$ cat config.mk
export PLATFORM = sky130hd
export DESIGN_NAME = wb_port_arbiter
export DESIGN_NICKNAME = d
export VERILOG_FILES = /design/src/rtl/wb_port_arbiter.sv
export SDC_FILE = /design/constraint.sdc
export NUM_CORES = 1
export LEC_CHECK = 0
export ABC_CLOCK_PERIOD_IN_PS = 3000
export CAP_MARGIN = 20
export CORE_ASPECT_RATIO = 1.75
export CORE_MARGIN = 1
export CORE_UTILIZATION = 46
export DETAILED_ROUTE_END_ITERATION = 7
export HOLD_SLACK_MARGIN = 0.12
export PLACE_DENSITY = 0.81
export SLEW_MARGIN = 20
export SYNTH_ARGS = -nofsm -noshare
export SYNTH_HDL_FRONTEND = slang
export SYNTH_SLANG_ARGS = --single-unit
$ cat constraint.sdc
create_clock -name clock -period 3 [get_ports clock]
set_input_delay 0.6 -clock clock [delete_from_list [all_inputs] [get_ports clock]]
set_output_delay 0.6 -clock clock [all_outputs]
set_load 0.05 [all_outputs]
$ cat src/rtl/wb_port_arbiter.sv
`default_nettype none
// ============================================================================
// Module      : wb_port_arbiter
// Description : Register-file write-port arbiter. The W-stage write always
//               wins the port. Results from the long-latency unit (mul/div)
//               are parked in a 2-entry FIFO and drained into free
//               write-back slots in acceptance order. A query port reports
//               pending destinations so that RAW hazards can be detected. A
//               starvation counter raises stall so that upstream control can
//               open a free slot.
// Revision    : 1.0 - initial release
// ============================================================================
module wb_port_arbiter (
    input  logic        clock,
    input  logic        reset,
    input  logic        wwreg,
    input  logic [4:0]  wrn,
    input  logic [31:0] wdi,
    input  logic        lreq,
    input  logic [4:0]  lrn,
    input  logic [31:0] ldata,
    output logic        lack,
    input  logic [4:0]  qrn,
    output logic        qhit,
    output logic        rf_we,
    output logic [4:0]  rf_wn,
    output logic [31:0] rf_d,
    output logic        stall
);

    localparam logic [1:0] FIFO_FULL = 2'd2;
    localparam logic [2:0] STARV_MAX = 3'd7;

    // FIFO storage and bookkeeping
    logic [4:0]  rn_q   [0:1];
    logic [31:0] data_q [0:1];
    logic        head_q;
    logic        tail_q;
    logic [1:0]  count_q;
    logic [1:0]  count_d;
    logic [2:0]  starv_q;
    logic [2:0]  starv_d;
    logic        stall_q;

    logic        w_slot_busy;
    logic        w_enq;
    logic        w_pop;
    logic        w_hit_head;
    logic        w_hit_next;

    // A write to r0 is a no-op, so it does not occupy the port.
    assign w_slot_busy = wwreg & (wrn != 5'd0);

    // Accept whenever there is room. Results for r0 are acknowledged but
    // never stored.
    assign lack  = lreq & (count_q != FIFO_FULL) & ~reset;
    assign w_enq = lack & (lrn != 5'd0);

    // The head drains only into a slot the pipeline leaves free.
    assign w_pop = ~reset & ~w_slot_busy & (count_q != 2'd0);

    // Hazard query covers stored entries only, never the incoming request.
    assign w_hit_head = (count_q != 2'd0) & (rn_q[head_q] == qrn);
    assign w_hit_next = (count_q == FIFO_FULL) & (rn_q[~head_q] == qrn);
    assign qhit       = ~reset & (qrn != 5'd0) & (w_hit_head | w_hit_next);

    assign stall = stall_q;

    // Write-port mux: pipeline first, then FIFO head, otherwise idle zeros.
    always_comb begin
        rf_we = 1'b0;
        rf_wn = 5'd0;
        rf_d  = 32'd0;
        if (!reset) begin
            if (w_slot_busy) begin
                rf_we = 1'b1;
                rf_wn = wrn;
                rf_d  = wdi;
            end else if (count_q != 2'd0) begin
                rf_we = 1'b1;
                rf_wn = rn_q[head_q];
                rf_d  = data_q[head_q];
            end
        end
    end

    // Next occupancy. A simultaneous push and pop leaves the count unchanged.
    always_comb begin
        count_d = count_q;
        case ({w_enq, w_pop})
            2'b10:   count_d = count_q + 2'd1;
            2'b01:   count_d = count_q - 2'd1;
            default: count_d = count_q;
        endcase
    end

    // Starvation: count the cycles in which queued data is blocked by the
    // pipeline. Any drain, or an empty FIFO, restarts the count.
    always_comb begin
        starv_d = starv_q;
        if (w_pop || (count_q == 2'd0)) begin
            starv_d = 3'd0;
        end else if (w_slot_busy) begin
            starv_d = (starv_q == STARV_MAX) ? STARV_MAX : starv_q + 3'd1;
        end
    end

    // Payload capture at the tail. No reset is needed because validity is
    // tracked by count.
    always_ff @(posedge clock) begin
        if (w_enq) begin
            rn_q[tail_q]   <= lrn;
            data_q[tail_q] <= ldata;
        end
    end

    // Pointers wrap naturally at one bit. Stall is registered from the
    // counter value that is about to be stored.
    always_ff @(posedge clock) begin
        if (reset) begin
            head_q  <= 1'b0;
            tail_q  <= 1'b0;
            count_q <= 2'd0;
            starv_q <= 3'd0;
            stall_q <= 1'b0;
        end else begin
            head_q  <= head_q ^ w_pop;
            tail_q  <= tail_q ^ w_enq;
            count_q <= count_d;
            starv_q <= starv_d;
            stall_q <= (starv_d == STARV_MAX);
        end
    end

endmodule
`default_nettype wire

==> results.py <==
metrics = {
    "cts": {
        "cts-root-to-sink-buffers": 2,
        "cts.reportedPaths.clkPinSlew_ns": 0.06,
        "h-tree-depth": 3,
        "cts.root.buffer_cell": "clkbuf_16",
        "postCtsHoldBufs": 0,
        "clock_latency_of_the_later_clocked_register_in_the_worst_skew_pair_ns": 0.33,
        "cts_made_buffers": 9,
        "clock_sinks": 82,
        "tritoncts": "yes",
    },
    "synth": {
        "instance_count_of_the_mapped_netlist": 249,
        "synth_nets": 336,
        "async_flop_share_pct": 0,
        "synthTopCellsByArea": "edfxtp_1, mux2i_1, o2bb2ai_1",
        "synth_largest_type_area_fraction_pct": 60.7,
        "yosysSeqAreaShare_pct": 65.0,
        "syn_area_per_cell_um2": 14.7,
        "synth_ff_type": "edfxtp_1",
        "warnings_synthesis": 0,
        "syn-cell-area_um2": 3660,
        "synth.most_common_cell": "edfxtp_1",
        "synth-seq-cells": 82,
        "synth_edf_count": 74,
        "synth_largest_area_cell": "edfxtp_1",
        "ys_types": 31,
        "netlist_top_cells_count": "edfxtp_1, mux2i_1, nor2_1, o2bb2ai_1, o22a_1",
    },
    "detailed_routing": {
        "firstDrtPassIters": 4,
        "routed_wire_length_per_instance_um": 19.7,
        "drt-total-wl_mm": 9.42,
        "drt_iter0_drc": 132,
        "dr_vias": 2695,
        "drt.antenna.violating_nets": 0,
        "vias_per_cell": 5.64,
        "drt_drc_violations_left": 0,
    },
    "placement": {
        "place.detailed.hpwl_mm": 6.30,
        "io_buffers": 123,
        "postPlaceCellArea_um2": 5250,
        "globalplace.congestion": 0.903,
    },
    "finish": {
        "final_area_um2": 5750,
        "area.growth.synth_to_final_pct": 57.0,
        "layout.core_utilization_pct": 75.4,
        "antenna_cells_inserted": 0,
        "final_nets": 472,
        "drive_gt1_share_pct": 24.6,
    },
    "sta": {
        "grt_setup_unrepaired": "yes",
        "timing_max_transition_violations_final": 0,
        "fin_setup_tns_ns": -0.0569,
        "max_clock_freq_mhz": 331,
        "post-route-min-period_ns": 3.02,
        "timing.final.hold_violations": 0,
        "fin_crit_sh_pct": 101,
        "tightest_slew_ns": 0.953,
        "max_slew_margin_pct": 36.5,
        "final.setup.worst_slack_ns": -0.0209,
        "fin_skew_ns": 0.00539,
        "report.final.setup_viol": 5,
    },
    "worst_setup_path": {
        "cp_num_buf_inv": 4,
        "worst-setup-path-type": "primary input to primary output",
        "crit_fanout": 12,
        "critical_path.cell_chain": "dlygate4sd2_1 -> or4_4 -> o21ai_4 -> buf_6 -> nor2_4 -> bufbuf_16 -> o2bb2ai_1 -> buf_12",
        "crit_path_top_delay_cell": "or4_4",
        "worst_path_top_cell_family_by_delay": "buffers and inverters",
        "r2r_cell_count": 8,
        "critical_path.max_stage_delay_ns": 0.57,
        "r2r-start": "count_q[0]",
        "crit_path_start": "wrn[2]",
        "crit_path_start_kind": "primary input",
        "setup.reg_to_reg.worst_slack_ns": 0.60,
        "cp-endpoint": "rf_d[22]",
        "cp.arrival_ns": 2.42,
        "worst_setup_ep_type": "primary output",
        "required_ns": 2.40,
        "critical_path_cell_count": 8,
        "rr_endpoint": "count_q[1]",
    },
    "outcome": {
        "violated_checks": "setup timing",
        "outcome": "finished with violations",
    },
    "worst_hold_path": {
        "worst_hold_path_type": "flip-flop to flip-flop",
    },
    "global_routing": {
        "wire_length_of_the_first_global_routing_pass_mm": 13.9,
        "grtUsageTotal_pct": 22.6,
        "overflow": 0,
        "first_global_vias": 2821,
        "maximum_number_of_pins_on_one_net_before_global_route_repair": 38,
        "initial_antenna_violation_count": 0,
    },
    "power": {
        "power.share.combinational_pct": 24.4,
        "power.density_cell_area_nw_per_um2": 546,
        "p_int_mw": 2.30,
        "ir_worst_vdd_mv": 0.849,
        "p_switching_mw": 0.838,
        "sequentialPowerShare_pct": 42.4,
        "cellLeakagePower_nw": 2.01,
        "report.power.total_mw": 3.14,
        "power.share.switching_pct": 26.7,
        "share_clk_of_total_power_pct": 33.2,
    },
    "die": {
        "design.core.area_um2": 7620,
        "dieArea_um2": 8340,
        "die_height_um": 120,
        "initial_utilization_pct": 48.1,
        "die_x_um": 69.5,
        "fp-row-count": 42,
        "io_pins": 124,
    },
    "flow_run": {
        "count_of_maximum_capacitance_violations": 0,
    },
}
==> power by group through the flow <==
stage	registers [mW]	clock network, mW	logic, mW
after global placement	1.35	0	0.710
after global routing	1.33	1.10	0.802
after detailed placement	1.35	0	0.724
final	1.33	1.04	0.765
after CTS	1.33	1.05	0.748
after floorplan	1.34	0	0.405
==> layer usage <==
| metal | global-route usage (%) | share of wire [%] | up-vias |
|---|---|---|---|
| li1 | - | - | 1245 |
| met1 | 22.3 | 34 | 1331 |
| met2 | 43.4 | 59 | 100 |
| met3 | 5.79 | 4.6 | 19 |
| met4 | 9.82 | 2.8 | 0 |
| met5 | 0 | 0 | - |
==> layout by cell type, fill, tap and decap left out, types with 4 or more instances in the layout <==
cell type | Yosys | layout
o2bb2ai_1 | 20 | 5
buf_12 | 0 | 24
a21oi_1 | 6 | 4
clkdlybuf4s50_1 | 0 | 79
mux2i_1 | 42 | 42
buf_4 | 1 | 28
o2bb2ai_2 | 0 | 14
o22a_1 | 15 | 15
dfxtp_1 | 8 | 7
edfxtp_1 | 74 | 74
clkbuf_16 | 0 | 10
nor2_1 | 20 | 19
xnor2_1 | 11 | 11
==> cell families after synthesis <==
kind of cell	after synthesis	share of synthesized area (%)
buffers and inverters	18	2.73
muxes	42	11.5
AOI/OAI and AO/OA	50	10.9
DFF	82	65.0
and+or+nand+nor	41	5.60
xor gates and xnor gates	12	2.87
adders and majority gates	4	1.37
==> area by class of cell <==
cell class,count,area (um^2)
clock buffers,10,229
clock inverters,6,57.6
fillers,455,1870
inverters,3,11.3
multi-input cells,149,1330
flip-flops and latches,82,2380
well taps,88,110
repair buffers,140,1630
==> state kept, by name, summed over array words and instances (netlist names) <==
| register | count |
|---|---|
| count_q | 2 |
| data_q | 64 |
| head_q | 1 |
| rn_q | 10 |
| stall | 1 |
| starv_q | 3 |
| tail_q | 1 |
==> timing repair <==
action                                 4_1_cts  5_1_grt
endpoints found under the hold margin        0        0
gates resized for setup                     12       17
pin swaps                                    6        2
setup endpoints to repair                   38       31
gates cloned                                 2        0
setup buffers                                1        0
==> worst min path at each step <==
stage | startpoint | to | slack, ns | depth (start not counted)
after detailed placement | starv_q[0] | starv_q[0] | 0.48 | 1
after floorplan | starv_q[0] | starv_q[0] | 0.44 | 1
after global placement | starv_q[0] | starv_q[0] | 0.45 | 1
after CTS | starv_q[0] | starv_q[0] | 0.49 | 1
final | starv_q[0] | starv_q[0] | 0.49 | 1
after global routing | starv_q[0] | starv_q[0] | 0.51 | 1
==> worst reg2reg max path, cell delays in order, from the launching register on <==
cell      delay (ns)
dfxtp_1         0.34
nor2_1          0.45
or2_2           0.22
nand2b_1        0.17
buf_4           0.19
inv_1           0.07
ha_1            0.34
or3_1           0.37
a21oi_1         0.16
==> per-stage QoR <==
step           hold slack [ns]  cells  worst slack [ns]
6_report                 0.490    478           -0.0209
5_1_grt                  0.512    478           -0.0573
4_1_cts                  0.493    478           -0.0198
3_5_place_dp             0.482    459            -0.170
3_3_place_gp             0.451    459           -0.0997
2_1_floorplan            0.437    249            0.0390
Power figures use the tool's default switching activity.
